**src/rtl/axi_line_master_pkg.sv**
```systemverilog
// Shared AXI burst constants, FSM state encoding and line/beat types for the core's AXI blocks.
package axi_line_master_pkg;

  localparam int unsigned BEAT_W     = 32;
  localparam int unsigned LINE_BEATS = 4;
  localparam int unsigned LINE_W     = BEAT_W * LINE_BEATS;
  localparam int unsigned BEAT_IDX_W = 2;

  localparam logic [3:0] LEN_LINE   = 4'd3;
  localparam logic [2:0] SIZE_WORD  = 3'd2;
  localparam logic [1:0] BURST_INCR = 2'b01;
  localparam logic [1:0] RESP_OKAY  = 2'b00;
  localparam logic [3:0] STRB_FULL  = 4'hF;

  localparam logic [BEAT_IDX_W-1:0] LAST_BEAT = BEAT_IDX_W'(LINE_BEATS - 1);

  typedef enum logic [2:0] {
    ST_IDLE = 3'd0,
    ST_AR   = 3'd1,
    ST_R    = 3'd2,
    ST_AW   = 3'd3,
    ST_W    = 3'd4,
    ST_B    = 3'd5,
    ST_RESP = 3'd6
  } line_state_e;

  typedef logic [BEAT_W-1:0] beat_t;
  typedef logic [LINE_W-1:0] line_t;

  // Beat index that follows idx within a line (wraps 3 -> 0).
  function automatic logic [BEAT_IDX_W-1:0] next_beat(input logic [BEAT_IDX_W-1:0] idx);
    return idx + BEAT_IDX_W'(1);
  endfunction

endpackage

```
**src/rtl/axi_line_master_line_beat_buf.sv**
```systemverilog
// 4x32 line buffer: whole-line load, single-beat write, beat read mux and flat line view.
module line_beat_buf
  import axi_line_master_pkg::*;
(
  input  logic                  M_AXI_ACLK,
  input  logic                  M_AXI_ARESETN,
  input  logic                  load_en,
  input  logic [LINE_W-1:0]     load_line,
  input  logic                  wr_en,
  input  logic [BEAT_IDX_W-1:0] wr_idx,
  input  logic [BEAT_W-1:0]     wr_data,
  input  logic [BEAT_IDX_W-1:0] rd_idx,
  output logic [BEAT_W-1:0]     rd_data_c,
  output logic [LINE_W-1:0]     line_data
);

  beat_t slot_q [LINE_BEATS];

  // Storage: a whole-line load takes priority over a single beat write.
  always_ff @(posedge M_AXI_ACLK) begin
    if (!M_AXI_ARESETN) begin
      for (int unsigned i = 0; i < LINE_BEATS; i++) begin
        slot_q[i[BEAT_IDX_W-1:0]] <= '0;
      end
    end else if (load_en) begin
      for (int unsigned i = 0; i < LINE_BEATS; i++) begin
        slot_q[i[BEAT_IDX_W-1:0]] <= load_line[i*BEAT_W +: BEAT_W];
      end
    end else if (wr_en) begin
      slot_q[wr_idx] <= wr_data;
    end
  end

  // Beat read mux.
  always_comb begin
    rd_data_c = slot_q[rd_idx];
  end

  // Flat line view, beat 0 in the low word.
  always_comb begin
    line_data = '0;
    for (int unsigned i = 0; i < LINE_BEATS; i++) begin
      line_data[i*BEAT_W +: BEAT_W] = slot_q[i[BEAT_IDX_W-1:0]];
    end
  end

endmodule

```
**src/rtl/axi_line_master.sv**
```systemverilog
// Cache line AXI master: one outstanding 4-beat INCR refill or write-back at a time.
module axi_line_master
  import axi_line_master_pkg::*;
#(
  parameter int unsigned WIDTH_ID = 2,
  parameter int unsigned WIDTH_DA = 32,
  parameter int unsigned WIDTH_AD = 32
) (
  input  logic                M_AXI_ACLK,
  input  logic                M_AXI_ARESETN,
  // line request / completion
  input  logic                req_valid,
  output logic                req_ready,
  input  logic                req_we,
  input  logic [WIDTH_AD-1:0] req_addr,
  input  logic [127:0]        req_wline,
  output logic                resp_valid,
  input  logic                resp_ready,
  output logic [127:0]        resp_rline,
  output logic                resp_err,
  // AW
  output logic [WIDTH_ID-1:0] AWID,
  output logic [WIDTH_AD-1:0] AWADDR,
  output logic [3:0]          AWLEN,
  output logic [2:0]          AWSIZE,
  output logic [1:0]          AWBURST,
  output logic                AWVALID,
  input  logic                AWREADY,
  // W
  output logic [WIDTH_DA-1:0] WDATA,
  output logic [3:0]          WSTRB,
  output logic                WLAST,
  output logic                WVALID,
  input  logic                WREADY,
  // B
  input  logic [WIDTH_ID-1:0] BID,
  input  logic [1:0]          BRESP,
  input  logic                BVALID,
  output logic                BREADY,
  // AR
  output logic [WIDTH_ID-1:0] ARID,
  output logic [WIDTH_AD-1:0] ARADDR,
  output logic [3:0]          ARLEN,
  output logic [2:0]          ARSIZE,
  output logic [1:0]          ARBURST,
  output logic                ARVALID,
  input  logic                ARREADY,
  // R
  input  logic [WIDTH_ID-1:0] RID,
  input  logic [WIDTH_DA-1:0] RDATA,
  input  logic [1:0]          RRESP,
  input  logic                RLAST,
  input  logic                RVALID,
  output logic                RREADY
);

  line_state_e           state_q;
  logic [BEAT_IDX_W-1:0] beat_cnt_q;
  logic                  err_q;
  logic [WIDTH_AD-1:0]   addr_q;
  logic                  req_ready_q;
  logic                  resp_valid_q;
  logic                  arvalid_q;
  logic                  rready_q;
  logic                  awvalid_q;
  logic                  wvalid_q;
  logic                  wlast_q;
  beat_t                 wdata_q;
  logic                  bready_q;

  logic                  load_en_c;
  logic                  wr_en_c;
  logic [BEAT_IDX_W-1:0] rd_idx_c;
  beat_t                 rd_data_c;
  line_t                 line_data;

  // IDs, ordering and slave IDs are irrelevant with a single outstanding transaction.
  logic unused_inputs;
  assign unused_inputs = ^{BID, RID, req_addr[3:0]};

  // Buffer port control: load on acceptance, write on R beats, prefetch the next W beat.
  always_comb begin
    load_en_c = req_valid && req_ready_q;
    wr_en_c   = (state_q == ST_R) && RVALID && rready_q;
    rd_idx_c  = (state_q == ST_W) ? next_beat(beat_cnt_q) : '0;
  end

  line_beat_buf u_buf (
    .M_AXI_ACLK    (M_AXI_ACLK),
    .M_AXI_ARESETN (M_AXI_ARESETN),
    .load_en       (load_en_c),
    .load_line     (req_wline),
    .wr_en         (wr_en_c),
    .wr_idx        (beat_cnt_q),
    .wr_data       (BEAT_W'(RDATA)),
    .rd_idx        (rd_idx_c),
    .rd_data_c     (rd_data_c),
    .line_data     (line_data)
  );

  // Transaction FSM with registered handshake outputs.
  always_ff @(posedge M_AXI_ACLK) begin
    if (!M_AXI_ARESETN) begin
      state_q      <= ST_IDLE;
      beat_cnt_q   <= '0;
      err_q        <= 1'b0;
      addr_q       <= '0;
      req_ready_q  <= 1'b1;
      resp_valid_q <= 1'b0;
      arvalid_q    <= 1'b0;
      rready_q     <= 1'b0;
      awvalid_q    <= 1'b0;
      wvalid_q     <= 1'b0;
      wlast_q      <= 1'b0;
      wdata_q      <= '0;
      bready_q     <= 1'b0;
    end else begin
      case (state_q)
        ST_IDLE: begin
          if (req_valid && req_ready_q) begin
            addr_q      <= {req_addr[WIDTH_AD-1:4], 4'h0};
            req_ready_q <= 1'b0;
            if (req_we) begin
              awvalid_q <= 1'b1;
              state_q   <= ST_AW;
            end else begin
              arvalid_q <= 1'b1;
              state_q   <= ST_AR;
            end
          end
        end

        ST_AR: begin
          if (ARREADY) begin
            arvalid_q <= 1'b0;
            rready_q  <= 1'b1;
            state_q   <= ST_R;
          end
        end

        ST_R: begin
          if (RVALID) begin
            beat_cnt_q <= next_beat(beat_cnt_q);
            if ((RRESP != RESP_OKAY) || (RLAST != (beat_cnt_q == LAST_BEAT))) begin
              err_q <= 1'b1;
            end
            if (beat_cnt_q == LAST_BEAT) begin
              rready_q     <= 1'b0;
              resp_valid_q <= 1'b1;
              state_q      <= ST_RESP;
            end
          end
        end

        ST_AW: begin
          if (AWREADY) begin
            awvalid_q <= 1'b0;
            wvalid_q  <= 1'b1;
            wdata_q   <= rd_data_c;
            wlast_q   <= (LAST_BEAT == '0);
            state_q   <= ST_W;
          end
        end

        ST_W: begin
          if (WREADY) begin
            beat_cnt_q <= next_beat(beat_cnt_q);
            if (beat_cnt_q == LAST_BEAT) begin
              wvalid_q <= 1'b0;
              wlast_q  <= 1'b0;
              bready_q <= 1'b1;
              state_q  <= ST_B;
            end else begin
              wdata_q <= rd_data_c;
              wlast_q <= (next_beat(beat_cnt_q) == LAST_BEAT);
            end
          end
        end

        ST_B: begin
          if (BVALID) begin
            bready_q     <= 1'b0;
            err_q        <= (BRESP != RESP_OKAY);
            resp_valid_q <= 1'b1;
            state_q      <= ST_RESP;
          end
        end

        ST_RESP: begin
          if (resp_ready) begin
            resp_valid_q <= 1'b0;
            beat_cnt_q   <= '0;
            err_q        <= 1'b0;
            req_ready_q  <= 1'b1;
            state_q      <= ST_IDLE;
          end
        end

        default: begin
          state_q <= ST_IDLE;
        end
      endcase
    end
  end

  // Output mapping: fixed burst shape, shared line address for both directions.
  assign req_ready  = req_ready_q;
  assign resp_valid = resp_valid_q;
  assign resp_rline = line_data;
  assign resp_err   = err_q;

  assign AWID    = '0;
  assign AWADDR  = addr_q;
  assign AWLEN   = LEN_LINE;
  assign AWSIZE  = SIZE_WORD;
  assign AWBURST = BURST_INCR;
  assign AWVALID = awvalid_q;

  assign WDATA  = WIDTH_DA'(wdata_q);
  assign WSTRB  = STRB_FULL;
  assign WLAST  = wlast_q;
  assign WVALID = wvalid_q;

  assign BREADY = bready_q;

  assign ARID    = '0;
  assign ARADDR  = addr_q;
  assign ARLEN   = LEN_LINE;
  assign ARSIZE  = SIZE_WORD;
  assign ARBURST = BURST_INCR;
  assign ARVALID = arvalid_q;

  assign RREADY = rready_q;

endmodule

```
**config.mk**
```make
export PLATFORM = sky130hd
export DESIGN_NAME = axi_line_master
export DESIGN_NICKNAME = d
export VERILOG_FILES = /design/src/rtl/axi_line_master_pkg.sv /design/src/rtl/axi_line_master_line_beat_buf.sv /design/src/rtl/axi_line_master.sv
export SDC_FILE = /design/constraint.sdc
export NUM_CORES = 1
export LEC_CHECK = 0
export CAP_MARGIN = 20
export CORE_AREA = 2 2 182 184
export DETAILED_ROUTE_END_ITERATION = 7
export DIE_AREA = 0 0 184 186
export PLACE_DENSITY_LB_ADDON = 0.2
export SLEW_MARGIN = 5
export SYNTH_ARGS = -nofsm -noshare
export SYNTH_HDL_FRONTEND = slang
export SYNTH_HIERARCHICAL = 1
export SYNTH_SLANG_ARGS = --single-unit
```
**constraint.sdc**
```tcl
create_clock -name M_AXI_ACLK -period 4.2 [get_ports M_AXI_ACLK]
set_clock_uncertainty 0.1 [all_clocks]
set_input_delay 0.84 -clock M_AXI_ACLK [delete_from_list [all_inputs] [get_ports M_AXI_ACLK]]
set_output_delay 0.84 -clock M_AXI_ACLK [all_outputs]
set_load 0.02 [all_outputs]
```
==> reports/qor.yml, run 1 <==
run_status:
  status: "completed"
sta:
  rsz0062_at_grt: "false"
  whs_ns: 0.357
  setup_violations: 0
  relSlewSlack_pct: 28.1
  setup_slack_ns: 1.24
  min_period_ns: 2.96
  post-route-period-util_pct: 70.4
  max_freq_ghz: 0.338
  tns_ns: 0
  finalHoldViolCount: 0
  report.final.slew_viol_count: 0
  tightest_slew_ns: 1.08
global_route:
  antenna_found_initial: 3
  overflow: 0
  grt_max_degree: 100
  grt_pass1_wl_um: 52700
  grt_pass1_vias: 8274
  grtUsageTotal_pct: 20.6
critical_path:
  cp_max_fo: 24
  worstSetupPathType: "reg2reg"
  crit_chain: "buf_4, nor3b_1, and3_1, nand4bb_2, buf_4, o21ai_4, buf_12"
  arrival_ns: 3.07
  critPathSlowestCell: "nor3b_1"
  timing.rr.end: "u_buf/slot_q[0][20]"
  r2r_slack_ns: 1.24
  cp_slowest_stage_delay_ns: 0.46
  startpoint_type: "flip-flop"
  critPathCaptureType: "flip-flop"
  cp_common_cell: "buf_4"
  critical_path_required_ns: 4.31
  r2r_cells: 7
  r2r-start: "state_q[1]"
die:
  die_h_um: 186
  io_pins: 470
  start_util_pct: 31.2
  die_w_um: 184
  rows: 66
  fp.coreArea_um2: 32200
  fp.dieArea_um2: 34200
power:
  power.switching_uw: 1700
  ir_drop_uv: 259
  p_sw_share_pct: 28.9
  clockPowerShare_pct: 34.2
  p_per_area_nw_per_um2: 389
  p_leak_uw: 0.00545
  intPower_uw: 4190
  comb_power_share_pct: 24.7
  seqPwrFrac_pct: 41.2
final_layout:
  layout_commonest_cell: "clkdlybuf4s50_1"
  final_area_um2: 15100
  layout_common_cells: "clkdlybuf4s50_1, edfxtp_1, dfxtp_1, nand2_1, o2bb2ai_1"
  area_growth_pct: 50.4
  drive_gt1_share_pct: 9.57
  fillCellCount: 2922
  final_nets: 1397
placement:
  gp_congestion: 0.841
  detailed_place_hpwl_um: 26300
  portBuffers: 427
  dp_slack_ns: 0.910
  place_area_um2: 14300
clock_network:
  numCtsBuffers: 24
  cts_root_buf: "clkbuf_16"
  cts_setup_buffers: 0
  clockBufferDepth: 3
  ctsHoldBuffers: 0
  clock-sinks: 202
  cts-htree-levels: 1
  clk_pin_slew_ns: 0.06
  cts_tree: "yes"
  clkLatencyLatePin_ns: 0.54
  ctsResizeCount: 0
drt:
  drt-total-wl_um: 36800
  vias: 8304
  wl_per_cell_um: 22.8
  drc: 0
  ant_nets: 0
  dr.pass1.iters: 5
  routed_via_density: 5.15
  drt_iter0_markers: 506
yosys:
  synth_top_area_cell: "edfxtp_1"
  syn_inst: 813
  synthesis.area_um2: 10100
  synthArstFlopShare_pct: 0
  ys_types: 51
  netlist.area_leader.share_pct: 38.2
  synthTopCellsByArea: "edfxtp_1, dfxtp_1, mux4_2"
  synth-edff-count: 128
  ys_ff_latch: 202
  synth.avg_cell_area_um2: 12.4
  seq_area_frac_synth_pct: 53.0
  synth_top_flop_cell: "edfxtp_1"
  yosys_warnings: 6
hold_path:
  hold_start: "WDATA[29]"
  hold_depth: 2
  holdPathEnd: "WDATA[29]"
  hold_class: "reg2reg"
job:
  maxCapViolations: 0
==> metrics by stage <==
| step | total power [µW] | cells | utilization, % |
|---|---|---|---|
| global route | 6120 | 1611 | 46.9 |
| detailed placement | 3920 | 1565 | 44.5 |
| global placement | 3920 | 1565 | 44.5 |
| CTS | 5950 | 1609 | 46.8 |
| floorplan | 3220 | 845 | - |
| finish | 5890 | 1612 | 46.9 |
==> per-layer routing <==
| metal | global-route usage (%) | wire length [µm] | vias up |
|---|---|---|---|
| met2 | 36.0 | 18300 | 383 |
| li1 | - | - | 3793 |
| met4 | 5.89 | 1040 | 2 |
| met1 | 24.0 | 14100 | 4069 |
| met3 | 6.91 | 3400 | 57 |
| met5 | 0 | 11 | - |
==> cells by family (layout without fill, tap and decap cells) <==
group	count (synthesis)	count (layout)	share of synthesized area, %
compound gates	214	214	16.8
xor+xnor	1	1	0.0871
fa+ha+maj	2	2	0.249
buf+inv	152	509	10.0
flops	202	202	53.0
mux	69	69	10.9
other cells	2	36	0.0747
simple gates	171	171	8.97
==> final cells by class <==
cell class                      count  area [µm²]  area share, %
Sequential cell                   202        5330           35.2
Timing Repair Buffer              456        4570           30.2
Multi-Input combinational cell    491        3910           25.9
Clock buffer                       28         616           4.07
Tap cell                          408         510           3.38
Clock inverter                     16         140          0.927
Inverter                            9        33.8          0.223
Antenna cell                        2        5.00         0.0331
==> worst max path at each step <==
stage / to / from / cells after the start / slack (ns)
3_5_place_dp: u_buf/slot_q[0][15] / req_valid / 6 / 0.91
3_3_place_gp: u_buf/slot_q[2][8] / RVALID / 5 / 0.92
5_1_grt: u_buf/slot_q[2][8] / state_q[1] / 6 / 1.11
2_1_floorplan: u_buf/slot_q[3][0] / req_valid / 3 / 0.85
6_report: u_buf/slot_q[0][20] / state_q[1] / 7 / 1.24
4_1_cts: u_buf/slot_q[0][17] / state_q[1] / 7 / 1.29
==> flip-flops by register name, summed over array words and instances (netlist names) <==
name	cells
u_buf/slot_q	128
WDATA	32
ARADDR	28
state_q	3
beat_cnt_q	2
ARVALID	1
AWVALID	1
BREADY	1
RREADY	1
WLAST	1
WVALID	1
req_ready	1
resp_err	1
resp_valid	1
==> worst max-delay path, delay by kind of cell (launching register included) <==
kind | cells | cell delay, ns
and+or+nand+nor | 3 | 1.05
AOI/OAI and AO/OA | 1 | 0.41
DFF | 1 | 0.30
buffers and inverters | 3 | 0.77
==> Yosys cell counts, types with 3 or more instances <==
cell       number
edfxtp_1      128
dfxtp_1        74
nand2_1        73
buf_4          65
o2bb2ai_1      65
a32o_1         64
a21oi_1        37
mux2i_1        35
nand2b_1       33
o21ai_1        33
mux4_2         32
buf_2          31
nand3_1        31
clkbuf_1       30
buf_6          14
inv_1           7
nand4bb_1       4
nor2_1          4
buf_12          3
nand3b_1        3
nand4b_1        3
nor2b_1         3
nor3_1          3
==> power groups by stage <==
stage / registers [µW] / logic [µW] / clock network [µW]
3_5_place_dp: 2470 / 1460 / 0
4_1_cts: 2430 / 1460 / 2060
3_3_place_gp: 2460 / 1460 / 0
2_1_floorplan: 2660 / 562 / 0
5_1_grt: 2450 / 1540 / 2140
6_report: 2420 / 1450 / 2010
Note: power is estimated with default switching activity, not from simulation.
==> run 2: changes to the inputs <==
==> constraint.sdc (replaced) <==
create_clock -name M_AXI_ACLK -period 3.1 [get_ports M_AXI_ACLK]
set_clock_uncertainty 0.1 [all_clocks]
set_input_delay 0.62 -clock M_AXI_ACLK [delete_from_list [all_inputs] [get_ports M_AXI_ACLK]]
set_output_delay 0.62 -clock M_AXI_ACLK [all_outputs]
set_load 0.02 [all_outputs]
==> run 2 against run 1 <==
Compared with the run above: wire length grew 1.3%; critical endpoint is now u_buf/slot_q[1][6]; core utilization increased by 0.20 points; maximum frequency is 16% higher.
==> reports/qor.yml, run 2 (synthesis gave the netlist of run 1 again) <==
clock_network:
  cts_root_buf: "clkbuf_16"
  cts_setup_buffers: 0
  clock-sinks: 202
  cts_tree: "yes"
  clk_pin_slew_ns: 0.06
  ctsResizeCount: 0
  numCtsBuffers: 25
  clockBufferDepth: 3
  cts-htree-levels: 1
  ctsHoldBuffers: 0
  clkLatencyLatePin_ns: 0.52
die:
  die_h_um: 186
  fp.coreArea_um2: 32200
  rows: 66
  io_pins: 470
  die_w_um: 184
  start_util_pct: 31.2
  fp.dieArea_um2: 34200
hold_path:
  hold_depth: 2
  holdPathEnd: "AWVALID"
  hold_class: "reg2reg"
  hold_start: "AWVALID"
sta:
  relSlewSlack_pct: 27.7
  setup_slack_ns: 0.557
  finalHoldViolCount: 0
  post-route-period-util_pct: 82.0
  min_period_ns: 2.54
  max_freq_ghz: 0.393
  whs_ns: 0.359
  rsz0062_at_grt: "false"
  setup_violations: 0
  report.final.slew_viol_count: 0
  tightest_slew_ns: 1.08
final_layout:
  layout_commonest_cell: "clkdlybuf4s50_1"
  final_area_um2: 15200
  largest_register_ffs: 128
  final_nets: 1396
  fillCellCount: 2940
  top_register: "u_buf/slot_q"
  area_growth_pct: 51.0
  drive_gt1_share_pct: 9.91
  layout_common_cells: "clkdlybuf4s50_1, edfxtp_1, dfxtp_1, nand2_1, o2bb2ai_1"
power:
  ir_drop_uv: 338
  total_power_uw: 8250
  p_per_area_nw_per_um2: 543
  p_leak_uw: 0.00548
critical_path:
  startpoint_type: "flip-flop"
  timing.rr.end: "u_buf/slot_q[1][6]"
  critPathSlowestCell: "and4bb_2"
  startpoint: "state_q[2]"
  arrival_ns: 2.81
  cp_max_fo: 32
  crit_chain: "nor3b_1, buf_4, and3_1, and4bb_2, a32o_1"
  r2r_slack_ns: 0.56
  r2r-start: "state_q[2]"
  critical_path_required_ns: 3.37
  worstSetupPathType: "reg2reg"
  r2r_cells: 5
  critPathCaptureType: "flip-flop"
  cp_slowest_stage_delay_ns: 1.00
global_route:
  top_usage_layer: "met2"
  overflow: 0
  grt_pass1_vias: 8388
  grt_max_degree: 80
  use_met2_pct: 37.4
  use_met3_pct: 6.01
  antenna_found_initial: 3
  grt_pass1_wl_um: 53000
  use_met1_pct: 24.0
  grtUsageTotal_pct: 20.8
drt:
  vias: 8336
  wl_per_cell_um: 23.2
  drt-total-wl_um: 37300
  drc: 0
  ant_nets: 0
  dr.pass1.iters: 5
  drt_iter0_markers: 506
  routed_via_density: 5.18
run_status:
  status: "completed"
placement:
  place_area_um2: 14300
  gp_congestion: 0.831
  dp_slack_ns: 0.107
  portBuffers: 427
  detailed_place_hpwl_um: 26100
job:
  maxCapViolations: 0
## run 2: worst max-delay path by stage
stage	to	slack, ns	cells after the start
after floorplan	u_buf/slot_q[3][0]	-0.17	5
after global placement	u_buf/slot_q[1][25]	0.13	4
after detailed placement	u_buf/slot_q[1][6]	0.11	4
after CTS	u_buf/slot_q[1][9]	0.54	5
after global routing	u_buf/slot_q[1][9]	0.48	5
final	u_buf/slot_q[1][6]	0.56	5
## run 2: power breakdown
group	switching [µW]	internal [µW]	leakage (µW)	total [µW]
Clock	1160	1830	0.000412	2980
Combinational	1010	955	0.00308	1970
Sequential	161	3130	0.00199	3290
Total	2330	5920	0.00548	8250
## run 2: through the flow
stage	cells	setup TNS [ns]	utilization, %
3_3_place_gp	1564	0	44.6
4_1_cts	1609	0	47.1
2_1_floorplan	845	-10.68	-
3_5_place_dp	1564	0	44.6
6_report	1610	0	47.1
5_1_grt	1610	0	47.1
## run 2: per-layer routing
metal | wire, µm | vias to the layer above
li1 | - | 3795
met1 | 14500 | 4108
met2 | 18800 | 371
met3 | 3080 | 58
met4 | 928 | 4
met5 | 27 | -
## run 2: cell type report
type | count | area, µm² | area share (%)
well taps | 408 | 510 | 3.36
flip-flops and latches | 202 | 5330 | 35.1
inverters | 9 | 33.8 | 0.222
diodes | 1 | 2.50 | 0.0165
clock inverters | 17 | 186 | 1.23
repair buffers | 454 | 4560 | 30.0
clock buffers | 28 | 647 | 4.26
multi-input cells | 491 | 3910 | 25.8
## run 2: critical path: cells and delay by family (launching register included)
| family | cells | cell delay [ns] |
|---|---|---|
| AND/OR/NAND/NOR | 3 | 1.48 |
| AO/OA/AOI/OAI | 1 | 0.30 |
| buffers and inverters | 1 | 0.17 |
| flip-flops | 1 | 0.32 |
==> run 3: changes to the inputs <==
--- a/config.mk
+++ b/config.mk
@@ -6,9 +6,9 @@
 export NUM_CORES = 1
 export LEC_CHECK = 0
 export CAP_MARGIN = 20
-export CORE_AREA = 2 2 182 184
+export CORE_AREA = 2 2 181 183
 export DETAILED_ROUTE_END_ITERATION = 7
-export DIE_AREA = 0 0 184 186
+export DIE_AREA = 0 0 183 185
 export PLACE_DENSITY_LB_ADDON = 0.2
 export SLEW_MARGIN = 5
 export SYNTH_ARGS = -nofsm -noshare
==> constraint.sdc (replaced) <==
create_clock -name M_AXI_ACLK -period 2.1 [get_ports M_AXI_ACLK]
set_clock_uncertainty 0.1 [all_clocks]
set_input_delay 0.42 -clock M_AXI_ACLK [delete_from_list [all_inputs] [get_ports M_AXI_ACLK]]
set_output_delay 0.42 -clock M_AXI_ACLK [all_outputs]
set_load 0.02 [all_outputs]
==> run 3 against run 2 <==
Compared with the run above: the run now ends with setup timing left; count of clock-buffer cells in the layout grew 4; register-to-register slack got worse by 0.57 ns; maximum frequency grew 21%; critical path type unchanged.
==> reports/qor.yml, run 3 (synthesis gave the netlist of run 1 again) <==
run_status:
  status: "finished with violations"
  violations: "setup timing"
power:
  p_sw_share_pct: 29.4
  p_per_area_nw_per_um2: 748
  clockPowerShare_pct: 32.9
  ir_drop_uv: 583
  seqPwrFrac_pct: 41.2
  p_leak_uw: 0.00622
  power.switching_uw: 3470
  intPower_uw: 8350
  comb_power_share_pct: 25.9
final_layout:
  drive_gt1_share_pct: 13.5
  multiInputGateArea_um2: 3960
  seq_area_um2: 5330
  largest_register_ffs: 128
  top_register: "u_buf/slot_q"
  layout_common_cells: "clkdlybuf4s50_1, edfxtp_1, dfxtp_1, nand2_1"
  layout_commonest_cell: "clkdlybuf4s50_1"
  fillCellCount: 2870
  final_nets: 1434
  fin_cells: 1651
  area_growth_pct: 57.1
sta:
  report.final.slew_viol_count: 0
  post-route-period-util_pct: 100
  setup_slack_ns: -0.00937
  setup_violations: 2
  relSlewSlack_pct: 52.3
  min_period_ns: 2.11
  tns_ns: -0.0152
  tightest_slew_ns: 0.714
  rsz0062_at_grt: "true"
  max_freq_ghz: 0.474
  finalHoldViolCount: 0
critical_path:
  crit_chain: "or3_4, nor2_4, buf_12, buf_12, mux4_2, nand2_2, mux2i_1"
  critical_path_required_ns: 2.39
  critPathSlowestCell: "mux4_2"
  cp_slowest_stage_delay_ns: 0.50
  cp_common_cell: "buf_12"
  critPathCaptureType: "flip-flop"
  startpoint_type: "flip-flop"
  worstSetupPathType: "reg2reg"
  arrival_ns: 2.40
  cp_max_fo: 5
drt:
  maxUsedRoutingLayer: "met5"
  drt_iter0_markers: 615
  drt-total-wl_um: 38100
  wl_per_cell_um: 23.1
  wl_met3_um: 3440
  dr.pass1.iters: 5
  wl_met1_um: 14400
  ant_nets: 0
  met2_length_um: 19200
  drc: 0
  vias: 8498
  routed_via_density: 5.15
clock_network:
  cts_root_buf: "clkbuf_16"
  clkLatencyLatePin_ns: 0.53
  cts_tree: "yes"
  cts-htree-levels: 1
  numCtsBuffers: 24
  clockBufferDepth: 3
  clk_pin_slew_ns: 0.06
  clock-sinks: 202
  ctsHoldBuffers: 0
die:
  fp.coreArea_um2: 32000
  die_h_um: 185
  start_util_pct: 31.4
  rows: 66
  die_w_um: 183
  io_pins: 470
  fp.dieArea_um2: 33900
job:
  maxCapViolations: 0
global_route:
  overflow: 0
  grtUsageTotal_pct: 21.3
  grt_pass1_wl_um: 54200
  antenna_found_initial: 3
  grt_pass1_vias: 8489
  grt_max_degree: 49
hold_path:
  hold_class: "in2reg"
placement:
  dp_cells: 1592
  gp_congestion: 0.836
  portBuffers: 427
  detailed_place_hpwl_um: 27700
## run 3: cell types whose count changed in the layout (fill, tap and decap cells not counted), sizes merged, moves of 3 or more
cell           change
clkbuf             +6
diode              +3
bufinv             -4
buf               +36
clkdlybuf4s50     -50
dlygate4sd2       +20
dlymetal6s2s      +30
## run 3: power groups by stage
stage | Clock (µW) | Sequential, µW | Combinational (µW)
2_1_floorplan | 0 | 5300 | 1150
3_3_place_gp | 0 | 4950 | 3020
3_5_place_dp | 0 | 4960 | 3030
4_1_cts | 3980 | 4880 | 3060
5_1_grt | 4140 | 4910 | 3220
6_report | 3890 | 4870 | 3060
## run 3: area by class of cell
class / count / share of cell area (%)
multi-input cells: 491 / 25.0
diodes: 4 / 0.0634
well taps: 408 / 3.23
clock buffers: 32 / 4.18
repair buffers: 493 / 33.1
clock inverters: 12 / 0.436
flip-flops and latches: 202 / 33.8
inverters: 9 / 0.214
## run 3: worst paths after layout
kind,startpoint,to,slack [ns],cells after the start
hold reg to reg,WDATA[30],WDATA[30],0.36,2
setup reg to reg,state_q[1],WDATA[28],-0.009,7
setup / recovery,state_q[1],WDATA[28],-0.009,7
hold / removal,M_AXI_ARESETN,WDATA[20],0.14,3
## run 3: stage by stage
step                      util (%)  power [µW]  setup slack (ns)  hold WS (ns)  instance area, µm²
after floorplan                  -        6450            -0.266         0.377               10300
after global placement        46.1        7980            -0.411         0.345               14800
after detailed placement      46.1        7980            -0.414         0.350               14800
after CTS                     48.8       11900           -0.0390         0.113               15600
after global routing          49.3       12300           -0.0836         0.134               15800
final                         49.3       11800          -0.00937         0.142               15800
## run 3: worst max-delay path, delay by kind of cell, from the launching register on
family	cells	cell delay (ns)
multiplexers	2	0.57
buffers and inverters	2	0.29
AND/OR/NAND/NOR	3	0.68
flip-flops	1	0.34
## run 3: what timing repair did
action,CTS,global route
cloned,2,2
setup endpoints to repair,43,195
buffers inserted,7,1
resized for setup,27,41
hold endpoints to repair,0,0
pin swaps,4,4
## run 3: routing by layer
layer	track usage, %	up-vias
met2	37.5	441
met4	6.53	2
met1	25.3	4128
li1	-	3869
met5	0	-
met3	6.08	58
